**config.mk**
```make
export PLATFORM = sky130hd
export DESIGN_NAME = stopwatch_lap_ctrl
export DESIGN_NICKNAME = d
export VERILOG_FILES = /design/src/rtl/stopwatch_lap_ctrl.sv
export SDC_FILE = /design/constraint.sdc
export NUM_CORES = 1
export LEC_CHECK = 0
export BUFFER_PORTS_ARGS = -buffer_cell sky130_fd_sc_hd__buf_2
export CAP_MARGIN = 0
export CORE_ASPECT_RATIO = 1.4
export CORE_MARGIN = 5
export CORE_UTILIZATION = 27
export CTS_BUF_LIST = sky130_fd_sc_hd__clkbuf_2
export DETAILED_ROUTE_END_ITERATION = 10
export SETUP_SLACK_MARGIN = 0.15
export SYNTH_ARGS = -nofsm -noshare
export SYNTH_HDL_FRONTEND = slang
export SYNTH_SLANG_ARGS = --single-unit
```
**constraint.sdc**
```tcl
create_clock -name clk -period 2.25 [get_ports clk]
set_input_delay 0.225 -clock clk [delete_from_list [all_inputs] [get_ports clk]]
set_output_delay 0.225 -clock clk [all_outputs]
set_load 0.05 [all_outputs]
```
**src/rtl/stopwatch_lap_ctrl.sv**
```systemverilog
// Stopwatch / count-down timer controller with a lap-capture FIFO.
// Buttons are edge-detected internally; the FIFO is drained over valid/ready.
module stopwatch_lap_ctrl #(
    parameter int CNT_W      = 24,
    parameter int LAP_DEPTH  = 4,
    parameter bit COUNT_DOWN = 1'b0
) (
    input  logic                         clk,
    input  logic                         rst_n,
    input  logic                         tick,
    input  logic                         start,
    input  logic                         stop,
    input  logic                         reset,
    input  logic                         lap,
    input  logic [CNT_W-1:0]             load_val,
    output logic                         enable,
    output logic [1:0]                   status,
    output logic [CNT_W-1:0]             count,
    output logic                         expired,
    output logic                         lap_valid,
    output logic [CNT_W-1:0]             lap_data,
    input  logic                         lap_ready,
    output logic [$clog2(LAP_DEPTH):0]   lap_level,
    output logic                         lap_overflow
);

    localparam int AW = $clog2(LAP_DEPTH);

    typedef enum logic [1:0] {
        IDLE    = 2'b00,
        RUNNING = 2'b01,
        PAUSED  = 2'b10,
        EXPIRED = 2'b11
    } state_t;

    state_t state;

    logic start_q;
    logic stop_q;
    logic reset_q;
    logic lap_q;

    logic ev_start;
    logic ev_stop;
    logic ev_reset;
    logic ev_lap;

    logic [CNT_W-1:0] idle_val;
    logic             lap_push;

    logic [CNT_W-1:0] mem [LAP_DEPTH];
    logic [AW-1:0]    rd_ptr;
    logic [AW-1:0]    wr_ptr;
    logic             full;
    logic             pop;
    logic             push;

    // One register per button so a held press yields a single event
    always_ff @(posedge clk or negedge rst_n) begin
        if (!rst_n) begin
            start_q <= 1'b0;
            stop_q  <= 1'b0;
            reset_q <= 1'b0;
            lap_q   <= 1'b0;
        end else begin
            start_q <= start;
            stop_q  <= stop;
            reset_q <= reset;
            lap_q   <= lap;
        end
    end

    assign ev_start = start & ~start_q;
    assign ev_stop  = stop  & ~stop_q;
    assign ev_reset = reset & ~reset_q;
    assign ev_lap   = lap   & ~lap_q;

    assign idle_val = COUNT_DOWN ? load_val : '0;

    // Lap only counts when no higher-priority button fired this cycle
    assign lap_push = ev_lap & ~ev_reset & ~ev_stop & ~ev_start
                    & (state != IDLE);

    assign status = state;
    assign enable = (state == RUNNING);

    // Control FSM with the elapsed-time counter and expiry pulse
    always_ff @(posedge clk or negedge rst_n) begin
        if (!rst_n) begin
            state   <= IDLE;
            count   <= '0;
            expired <= 1'b0;
        end else begin
            expired <= 1'b0;
            if (ev_reset) begin
                state <= IDLE;
                count <= idle_val;
            end else begin
                case (state)
                    IDLE: begin
                        count <= idle_val;
                        if (!ev_stop && ev_start) begin
                            if (COUNT_DOWN && load_val == '0) begin
                                state   <= EXPIRED;
                                expired <= 1'b1;
                            end else begin
                                state <= RUNNING;
                            end
                        end
                    end
                    RUNNING: begin
                        if (tick) begin
                            if (COUNT_DOWN)
                                count <= count - 1'b1;
                            else
                                count <= count + 1'b1;
                        end
                        if (ev_stop) begin
                            state <= PAUSED;
                        end else if (COUNT_DOWN && tick
                                     && count == CNT_W'(1)) begin
                            state   <= EXPIRED;
                            expired <= 1'b1;
                        end
                    end
                    PAUSED: begin
                        if (!ev_stop && ev_start)
                            state <= RUNNING;
                    end
                    EXPIRED: begin
                        state <= EXPIRED;
                    end
                    default: begin
                        state <= IDLE;
                    end
                endcase
            end
        end
    end

    assign lap_valid = (lap_level != '0);
    assign full      = (lap_level == (AW+1)'(LAP_DEPTH));
    assign pop       = lap_valid & lap_ready;
    assign push      = lap_push & (~full | pop);
    assign lap_data  = mem[rd_ptr];

    // FIFO pointers, occupancy and sticky overflow flag
    always_ff @(posedge clk or negedge rst_n) begin
        if (!rst_n) begin
            rd_ptr       <= '0;
            wr_ptr       <= '0;
            lap_level    <= '0;
            lap_overflow <= 1'b0;
        end else if (ev_reset) begin
            rd_ptr       <= '0;
            wr_ptr       <= '0;
            lap_level    <= '0;
            lap_overflow <= 1'b0;
        end else begin
            if (push)
                wr_ptr <= wr_ptr + 1'b1;
            if (pop)
                rd_ptr <= rd_ptr + 1'b1;
            case ({push, pop})
                2'b10:   lap_level <= lap_level + 1'b1;
                2'b01:   lap_level <= lap_level - 1'b1;
                default: lap_level <= lap_level;
            endcase
            if (lap_push && full && !pop)
                lap_overflow <= 1'b1;
        end
    end

    // Lap storage captures the count as it stood before this cycle's tick
    always_ff @(posedge clk) begin
        if (push)
            mem[wr_ptr] <= count;
    end

endmodule

```
Word-level counts from Yosys, hierarchy flattened
Memories as Yosys holds them, arrays and structs flattened. Cells that the tools add are included.

Bitwise logic cells: 19. Multiplexer cells: 17. Reductions and logical operators: 16. Add/subtract/negate cells: 5. Eq/ne operators: 9.

Operators with widths (count): 24-bit 2-to-1 mux (2); 24-bit case mux with 2 select lines (1); 24-bit by 1-bit adder with 24-bit output (second input constant) (1); 2-bit 2-to-1 mux (7); 1-bit bitwise AND (10); 3-bit nonzero test (3); 1-bit NOT (8); 2-bit nonzero test (4); 2-bit equality test (second input constant) (3); 3-bit by 1-bit inequality test with 1-bit output (second input constant) (2); 2-bit case mux with 3 select lines (1); 3-bit case mux with 2 select lines (1); 2-bit by 1-bit adder with 2-bit output (second input constant) (2); 2-bit by 1-bit equality test with 1-bit output (second input constant) (2); 1-bit 2-to-1 mux (4); 2-bit AND reduction (2); 3-bit by 1-bit adder with 3-bit output (second input constant) (1); 3-bit equality test (second input constant) (1); 1-bit logical AND (3); 3-bit 2-to-1 mux (1); 3-bit by 2-bit inequality test with 1-bit output (second input constant) (1); 3-bit by 1-bit subtractor with 3-bit output (second input constant) (1); 1-bit logical NOT (2); 2-bit logical NOT (1); other kinds (2) (2).

Memories kept: 1. Bits in registers: 38. Memory bits (writable): 96. Output and inout port bits: 57. Input port bits: 32.

Memory list: mem (words 4, width 24, rd ports 1, clocked after memory_dff 0, wr ports 1, RTL line 51) `logic [CNT_W-1:0] mem [LAP_DEPTH];`.

Depth between registers and ports, before layout
Gate-level depths: netlist of run 1.

Word-level depth: 11. Depth in mapped cells: 7.

Least setup slack after synthesis of run 1
OpenSTA, ideal clock, no wires.

Kind: reg2reg. From: reg state[1] (netlist: status[1]). To: reg count[21]. Data arrival time: 2535 ps. Setup time: 70 ps. Stages on the path, launching flop included: 6. Buffers on the path: 1. Period minus slack after synthesis: 2605 ps. Setup slack: -355 ps. Cells stage by stage: dfrtp_1 -> clkbuf_1 -> nor2b_1 -> nand3_1 -> or4_1 -> nand3_1.

Longest elaborated chain between the ends: 3.

Ends and longest elaborated chain: start, declared (RTL line 36) `state_t state;`; start signal, assigned (RTL line 90) `state <= IDLE;`; start signal, assigned (RTL line 96) `state <= IDLE;`; start signal, assigned (RTL line 104) `state <= EXPIRED;`; 2-bit by 1-bit equality test with 1-bit output (*); net enable (RTL line 16) `output logic enable,`; 24-bit case mux with 2 select lines (tied with other cells) (RTL line 99) `case (state)`; 24-bit 2-to-1 mux / 2-bit AND reduction (equally long branches); end signal, assigned (RTL line 97) `count <= idle_val;`; end signal, assigned (RTL line 101) `count <= idle_val;`; end signal, assigned (RTL line 114) `count <= count - 1'b1;`; end, declared (RTL line 18) `output logic [CNT_W-1:0] count,`.

The timed path passes the listed nets; every way through them passes the cells marked *. A chain may end at the register's enable or synchronous reset.

Final worst setup path of run 1
From: reg rd_ptr[0]. To: out lap_data[5].

Longest elaborated chain between the ends: 1.

Ends and longest elaborated chain: start, declared (RTL line 52) `logic [AW-1:0] rd_ptr;`; start signal, assigned (RTL line 163) `rd_ptr <= rd_ptr + 1'b1;`; memory 4 x 24 bit; end, declared (RTL line 21) `output logic [CNT_W-1:0] lap_data,`.

No other way between the ends.

==> results of run 1 <==
## sequential cells by signal (all words and copies together) (netlist names)
signal / cells
lap_overflow: 1
lap_level: 3
count: 24
status: 2
rd_ptr: 2
lap_q: 1
stop_q: 1
wr_ptr: 2
start_q: 1
reset_q: 1
mem: 96
## per-layer routing
layer	vias up	wire [µm]
met2	76	6890
met4	0	132
met3	7	479
met5	-	0
met1	1670	4970
li1	1540	-
## how the worst max path moves through the flow
stage | cells after the start | end | slack (ns)
floorplan | 4 | count[21]$_DFFE_PN0P_ | -0.01
detailed placement | 5 | count[23]$_DFFE_PN0P_ | 0.19
global placement | 5 | count[23]$_DFFE_PN0P_ | 0.19
global route | 4 | lap_data[5] | -0.23
CTS | 4 | lap_data[3] | -0.19
finish | 4 | lap_data[5] | -0.1
## cell type report
class                   instances  area [µm²]  area share
diodes                          1        2.50    0.000362
repair buffers                103         863       0.125
flip-flops and latches        134        3850       0.557
clock inverters                14         154      0.0222
multi-input cells             184        1610       0.233
inverters                       8        30.0     0.00434
well taps                     252         315      0.0456
clock buffers                  18        90.1      0.0130
## per-stage QoR
stage / setup WS, ns / setup TNS (ns) / hold slack [ns] / cell area [µm²] / util
after floorplan: -0.0133 / -0.0133 / -0.0706 / 5520 / -
after global placement: 0.194 / 0 / 0.345 / 6240 / 0.313
after detailed placement: 0.188 / 0 / 0.351 / 6240 / 0.313
after CTS: -0.194 / -4.12 / 0.118 / 6810 / 0.342
after global routing: -0.229 / -5.11 / 0.154 / 6920 / 0.347
final: -0.0978 / -1.98 / 0.159 / 6920 / 0.347
## report_power, final
part / internal, mW / total (mW) / switching (mW)
Combinational: 0.878 / 2.07 / 1.19
Clock: 0.526 / 1.45 / 0.929
Sequential: 2.69 / 2.76 / 0.0714
Total: 4.10 / 6.29 / 2.19
## cell families after synthesis
logic type               count (synthesis)  share of synthesized area
AO/OA/AOI/OAI                           39                     0.0464
XOR/XNOR                                14                     0.0224
adder cells (fa/ha/maj)                  6                     0.0151
buffers and inverters                   21                     0.0153
flip-flops                             134                      0.700
multiplexers                            27                      0.104
other                                    1                   0.000685
AND/OR/NAND/NOR                         97                     0.0960
## Yosys cell counts (2+ instances only)
cell / instances
nor4b_1: 2
o21ai_0: 11
mux4_2: 24
nor2b_1: 5
edfxtp_1: 96
and2_1: 2
o21ai_1: 3
xor2_1: 5
clkbuf_1: 10
ha_1: 5
nor2_1: 24
nand2b_1: 5
dfrtp_1: 38
a21o_1: 3
or4_1: 3
nand3_1: 13
a21oi_1: 5
or3_1: 4
a31oi_1: 3
inv_1: 8
o41ai_1: 2
mux2i_1: 3
nor4_1: 3
and3_1: 8
o21a_1: 3
nand2_1: 13
nor3_1: 4
nand4_1: 5
xnor2_1: 9
o211ai_1: 2
## timing repair
| item | CTS | global route |
|---|---|---|
| hold endpoints to repair | 53 | 0 |
| endpoints found under the setup margin | 31 | 51 |
| hold buffers | 7 | 0 |
| pin swaps | 0 | 0 |
| resized for setup | 56 | 5 |
| buffers inserted | 4 | 8 |
| gates cloned | 2 | 1 |
## layout by cell type, fill, tap and decap left out, types with 4 or more instances in the layout
cell type / n
edfxtp_1: 96
buf_2: 38
buf_4: 28
buf_6: 26
mux4_2: 24
nor2_1: 24
dfrtp_1: 23
clkbuf_2: 18
dfrtp_2: 15
nand2_1: 13
nand3_1: 12
o21ai_0: 11
xnor2_1: 9
inv_1: 8
dlygate4sd3_1: 7
nand2b_1: 5
a21oi_1: 5
xor2_1: 5
nand4_1: 5
ha_1: 5
clkinv_4: 5
nor2b_1: 4
and3_4: 4
and3_1: 4
nor3_1: 4
## critical path: stages, from the launching register on
cell     delay [ns]
dfrtp_2        0.47
buf_4          0.15
buf_16         0.13
mux4_2         0.52
buf_6          0.17
==> results_dict.tcl, run 1 <==
set metrics [dict create \
    rrSetupSlack_ns 0.25 \
    drive_gt1_frac 0.393 \
    wl_per_cell_um 17.5 \
    synth.distinct_cells 48 \
    clock_sinks 134 \
    violations "negative setup slack" \
    synth_nets 377 \
    cap_violations 0 \
    fill_cells 1900 \
    rr_worst_depth 5 \
    wl_mm 12.5 \
    rsz0062_at_grt "yes" \
    row_count 61 \
    synthArstFlopShare 0.284 \
    htreeDepth 4 \
    dieArea_um2 23300 \
    grt_use_met1 0.124 \
    core_area_um2 19900 \
    cp.arrival_ns 2.12 \
    cts_buffer_depth 2 \
    ant_nets 0 \
    r2r_end "count[21]$_DFFE_PN0P_" \
    synth.area.top_cells "edfxtp_1, dfrtp_1, mux4_2, nor2_1, xnor2_1" \
    synth_area_per_cell_um2 16.2 \
    antenna_found_initial 1 \
    drt_pre_antenna_iters 4 \
    crit_path_start "rd_ptr[0]$_DFFE_PN0P_" \
    grt_max_degree 39 \
    run_status "finished, violations left" \
    drc 0 \
    ys_seq_elements 134 \
    avgViaCountPerCell 4.61 \
    fin_ws_ns -0.0978 \
    min_path_type "input port to asynchronous set/reset pin" \
    overflow 0 \
    p_leak_nw 2.75 \
    initial_core_util 0.275 \
    grt_util_met3 0.0234 \
    cts-root-buf "clkbuf_2" \
    r2r-start "count[8]$_DFFE_PN0P_" \
    cts_tree "yes" \
    port-buffer-count 63 \
    worst_slew_margin_rel 0.415 \
    die_h_um 179 \
    finalSetupViolations 24 \
    irDropWorstVdd_mv 0.743 \
    cts_inserted_buffers 17 \
    fp.dieW_um 130 \
    fin_skew_ns 0.0430 \
    design.portCount 89 \
    place.gp.congestion 0.819 \
    hold_viol_final 0 \
    synth_edf_count 96 \
    clock.fmax_ghz 0.426 \
    insertion_delay_ns 0.68 \
    dp_hpwl_mm 7.77 \
    yosysWarnings 0 \
    finalCriticalPeriod_ns 2.35 \
    place_inst 659 \
    fin_crit_sh 1.04 \
    synth_top_area_share 0.526 \
    final_cells 714 \
    first_iter_violations 166 \
    yosysTopAreaCell "edfxtp_1" \
    grt_usage 0.109 \
    busiest_layer "met2" \
    p_total_mw 6.29 \
    synth_ff_type "edfxtp_1" \
    cp-start-kind "flip-flop" \
    synth_area_um2 5480 \
    path_clk_slew_ns 0.22 \
    critPathCaptureType "output port" \
    finalMaxSlewViolations 0 \
    grt_pass1_vias 3453 \
    required_ns 2.03 \
    tightest_slew_ns 0.877 \
    path_class "flip-flop to output port" \
    crit_fanout 6 \
    syn_to_final_growth_pct 26.3 \
    grt_pass1_wl_mm 19.0 \
    syn-instance-count 339 \
    powerDensity_nw_per_um2 909 \
    routed-via-count 3293 \
    ys_seq_area_frac 0.700 \
    nets 486 \
    met2_usage 0.198 \
]
Power figures use the tool's default switching activity.
==> run 2: changes to the inputs <==
PLACE_DENSITY = 0.53   (was unset)
==> run 2 against run 1 <==
The flow still finishes with violations (negative setup slack). Core utilization up 0.16 points. Critical path depth unchanged. Cell count up 0.42%. Count of clock-buffer cells in the layout down 1. Worst setup slack about the same. Via count up 2.2%. Sequential power about the same. Sequential share of layout area down 0.22 points. Critical path type unchanged. Combinational power about the same. Flip-flop and latch count unchanged. Critical endpoint is now lap_data[13].
==> results_dict.tcl, run 2 (same netlist as run 1, synthesis figures left out) <==
set metrics [dict create \
    regMostFlops "mem" \
    worst_slew_margin_rel 0.390 \
    crit_fanout 4 \
    grt_usage 0.110 \
    reg_top3 "mem: 96 flops, count: 24 flops, lap_level: 3 flops" \
    irDropWorstVdd_mv 0.443 \
    crit_family "multiplexers" \
    avgViaCountPerCell 4.69 \
    fin_skew_ns 0.0380 \
    row_count 61 \
    ant_nets 0 \
    first_iter_violations 191 \
    largest_reg_flops 96 \
    fin_ws_ns -0.0983 \
    multi_input_area_um2 1600 \
    die_h_um 179 \
    path_clk_slew_ns 0.21 \
    final_common_cell "edfxtp_1" \
    p_leak_nw 2.75 \
    clock.fmax_ghz 0.426 \
    cp.arrival_ns 2.12 \
    path_class "flip-flop to output port" \
    design.portCount 89 \
    whs_ns 0.176 \
    placed_area_um2 6330 \
    slowest_stage "mux4_2" \
    initial_core_util 0.275 \
    overflow 0 \
    drive_gt1_frac 0.405 \
    core_area_um2 19900 \
    hold_viol_final 0 \
    cap_violations 0 \
    final_area_um2 6950 \
    drc 0 \
    htreeDepth 4 \
    cts_inserted_buffers 17 \
    grt_max_degree 39 \
    violations "negative setup slack" \
    path_cells "buf_4 -> clkbuf_16 -> mux4_2 -> buf_6" \
    grt_pass1_wl_mm 19.4 \
    dieArea_um2 23300 \
    drt_pre_antenna_iters 4 \
    clock_sinks 134 \
    fp.dieW_um 130 \
    wl_mm 12.6 \
    antenna_found_initial 1 \
    syn_to_final_growth_pct 26.9 \
    critPathCaptureType "output port" \
    port-buffer-count 63 \
    powerDensity_nw_per_um2 896 \
    rrSetupSlack_ns 0.21 \
    cts-root-buf "clkbuf_2" \
    cts_buffer_depth 2 \
    fin_util 0.349 \
    tightest_slew_ns 0.908 \
    fill_cells 1906 \
    mostFrequentLayoutCells "edfxtp_1, buf_2, buf_4" \
    run_status "finished, violations left" \
    cp-start-kind "flip-flop" \
    routed-via-count 3365 \
    crit_buf_inv 3 \
    dp_hpwl_mm 8.15 \
    required_ns 2.03 \
    slowest_delay_ns 0.51 \
    finalSetupViolations 24 \
    fin_crit_sh 1.04 \
    place.gp.congestion 0.792 \
    grt_pass1_vias 3410 \
    finalMaxSlewViolations 0 \
    cts_tree "yes" \
    nets 489 \
    insertion_delay_ns 0.68 \
    regArea_um2 3850 \
    min_path_type "input port to asynchronous set/reset pin" \
    wl_per_cell_um 17.6 \
    rsz0062_at_grt "yes" \
    finalCriticalPeriod_ns 2.35 \
]
[run 2: repair_timing]
item                       CTS  global route
setup endpoints to repair   26            42
hold buffers                 7             0
gates cloned                 1             2
pin swaps                    0             0
gates resized for setup     47             8
hold endpoints to repair    53             0
setup buffers                1             7
[run 2: final cells by class]
class                      count  share of cell area
antenna                        1            0.000360
clock buffer                  17              0.0122
clock inverter                15              0.0211
inverter                       8             0.00432
multi-input combinational    184               0.231
sequential                   134               0.555
tap                          252              0.0454
timing repair buffer         106               0.131
[run 2: final timing paths]
kind | cells after the start | to | start
min in group clk | 2 | lap_q$_DFF_PN0_ | lap
hold / removal | 2 | reset_q$_DFF_PN0_ | rst_n
setup / recovery | 4 | lap_data[13] | rd_ptr[0]$_DFFE_PN0P_
hold reg to reg | 2 | lap_overflow$_DFFE_PN0P_ | lap_overflow$_DFFE_PN0P_
max in group asynchronous | 2 | count[9]$_DFFE_PN0P_ | rst_n
setup reg to reg | 5 | count[23]$_DFFE_PN0P_ | count[8]$_DFFE_PN0P_
[run 2: worst register-to-register path, delay by kind of cell (launching register included)]
kind / cells / cell delay (ns)
AND/OR/NAND/NOR: 5 / 1.59
flip-flops: 1 / 0.42
[run 2: per-stage QoR]
step,setup TNS [ns],cells,worst slack (ns),total power [mW]
floorplan,-0.0133,339,-0.0133,4.11
global placement,0,666,0.207,4.51
detailed placement,0,666,0.177,4.52
CTS,-3.38,707,-0.185,6.20
global route,-4.03,717,-0.204,6.52
finish,-1.42,717,-0.0983,6.23
[run 2: routing by layer]
metal  global-route usage  part of all wire
met1                0.124              0.38
met2                0.198              0.56
met3               0.0225             0.033
met4               0.0527             0.026
met5                    0                 0
[run 2: power breakdown]
part | total (mW) | switching [mW] | internal (mW)
Sequential | 2.77 | 0.0753 | 2.69
Combinational | 2.08 | 1.20 | 0.887
Clock | 1.38 | 0.956 | 0.421
==> run 3: changes to the inputs <==
--- a/config.mk
+++ b/config.mk
@@ -9,3 +9,2 @@
 export CAP_MARGIN = 0
-export CORE_ASPECT_RATIO = 1.4
 export CORE_MARGIN = 5
==> constraint.sdc (replaced) <==
create_clock -name clk -period 2.25 [get_ports clk]
set_input_delay 0.1125 -clock clk [delete_from_list [all_inputs] [get_ports clk]]
set_output_delay 0.1125 -clock clk [all_outputs]
set_load 0.05 [all_outputs]
==> run 3 against run 2 <==
The flow now finishes without violations. Worst setup slack better by 0.19 ns. Critical path type unchanged. Wire length down 3.8%. Total power down 0.69%. Flip-flop and latch count unchanged. Via count down 2.2%.
==> results_dict.tcl, run 3 (same netlist as run 1, synthesis figures left out) <==
set metrics [dict create \
    run_status "completed" \
    finalSetupViolations 0 \
    cp.arrival_ns 2.05 \
    clock.fmax_ghz 0.462 \
    worst_slew_margin_rel 0.641 \
    port-buffer-count 63 \
    irDropWorstVdd_mv 1.06 \
    antenna_cells 0 \
    grt_pass1_vias 3432 \
    die_h_um 152 \
    hold_end "status[1]$_DFFE_PN0P_" \
    htreeDepth 4 \
    cts_inserted_buffers 17 \
    design.portCount 89 \
    cts_tree "yes" \
    core_area_um2 20100 \
    fin_util 0.347 \
    initial_core_util 0.272 \
    path_clk_slew_ns 0.20 \
    p_total_mw 6.19 \
    fill_cells 1922 \
    hp-start "stop" \
    syn_to_final_growth_pct 27.3 \
    hold_depth 4 \
    reg_top3 "mem: 96 flops, count: 24 flops, lap_level: 3 flops" \
    wl_per_cell_um 16.4 \
    cp-start-kind "flip-flop" \
    dp_hpwl_mm 7.86 \
    place.gp.congestion 0.755 \
    regMostFlops "mem" \
    wl_mm 12.1 \
    tns_ns 0 \
    dieArea_um2 23200 \
    path_class "flip-flop to output port" \
    grt_pass1_wl_mm 19.4 \
    r2r-start "count[13]$_DFFE_PN0P_" \
    nets 492 \
    whs_ns 0.307 \
    slowest_stage "mux4_2" \
    slowest_delay_ns 0.56 \
    antenna_found_initial 0 \
    hold_viol_final 0 \
    grt_max_degree 38 \
    clock_sinks 134 \
    rr_worst_depth 5 \
    rrSetupSlack_ns 0.25 \
    r2r_end "count[23]$_DFFE_PN0P_" \
    cts_buffer_depth 2 \
    fin_skew_ns 0.0326 \
    final_area_um2 6970 \
    crit_fanout 11 \
    overflow 0 \
    insertion_delay_ns 0.68 \
    ant_nets 0 \
    path_cells "buf_12 -> mux4_2 -> buf_6" \
    rsz0062_at_grt "yes" \
    drt_pre_antenna_iters 4 \
    mostFrequentLayoutCells "edfxtp_1, buf_2, buf_4" \
    powerDensity_nw_per_um2 887 \
    fp.dieW_um 152 \
    cts-root-buf "clkbuf_2" \
    drc 0 \
    cap_violations 0 \
    p_leak_nw 2.75 \
    required_ns 2.14 \
    tightest_slew_ns 0.532 \
    fin_crit_sh 0.961 \
    largest_reg_flops 96 \
    first_iter_violations 180 \
    avgViaCountPerCell 4.47 \
    finalCriticalPeriod_ns 2.16 \
    routed-via-count 3292 \
    finalMaxSlewViolations 0 \
    row_count 52 \
    drive_gt1_frac 0.392 \
    final_common_cell "edfxtp_1" \
    critPathCaptureType "output port" \
    placed_area_um2 6340 \
    grt_usage 0.109 \
    min_path_type "input port to flip-flop" \
]
==> run 3: worst max-delay path by stage <==
stage | startpoint | to | slack, ns | cells after the start
final | rd_ptr[0]$_DFFE_PN0P_ | lap_data[4] | 0.09 | 3
after global routing | rd_ptr[0]$_DFFE_PN0P_ | lap_data[4] | -0.1 | 3
after CTS | rd_ptr[0]$_DFFE_PN0P_ | lap_data[19] | -0.05 | 3
after detailed placement | count[8]$_DFFE_PN0P_ | count[23]$_DFFE_PN0P_ | 0.18 | 5
after global placement | count[8]$_DFFE_PN0P_ | count[23]$_DFFE_PN0P_ | 0.20 | 5
after floorplan | status[0]$_DFFE_PN0P_ | count[21]$_DFFE_PN0P_ | -0.01 | 4
==> run 3: area by class of cell <==
type,count,area (µm²),area share
inverter,8,30.0,0.00431
timing repair buffer,109,906,0.130
tap,270,338,0.0485
sequential,134,3860,0.553
multi-input combinational,184,1590,0.228
clock inverter,15,166,0.0239
clock buffer,17,85.1,0.0122
==> run 3: through the flow <==
| stage | std cells | setup slack (ns) |
|---|---|---|
| final | 737 | 0.0877 |
| after global routing | 737 | -0.0961 |
| after CTS | 733 | -0.0504 |
| after detailed placement | 685 | 0.184 |
| after global placement | 685 | 0.199 |
| after floorplan | 339 | -0.0133 |
==> run 3: critical path, delay by kind of cell (launching register included) <==
kind | cells | cell delay, ns
flops | 1 | 0.46
buf+inv | 2 | 0.36
mux | 1 | 0.56
==> run 3: metal layers <==
layer  track usage  up-vias  routed length (µm)
li1              -     1552                   -
met1         0.143     1673                5720
met2         0.172       60                5820
met3        0.0412        7                 483
met4        0.0263        0                  86
met5             0        -                   0
==> run 3: timing repair <==
item / 4_1_cts / 5_1_grt
resized for setup: 54 / 5
setup endpoints to repair: 25 / 26
endpoints found under the hold margin: 61 / 0
setup buffers: 3 / 4
hold buffers: 13 / 0
==> run 3: where the power goes <==
| part | internal (mW) | leakage, nW | total [mW] | switching (mW) |
|---|---|---|---|---|
| clock | 0.532 | 0.138 | 1.49 | 0.959 |
| sequential | 2.69 | 1.54 | 2.76 | 0.0695 |
| combinational | 0.769 | 1.07 | 1.93 | 1.16 |
| total | 3.99 | 2.75 | 6.19 | 2.19 |
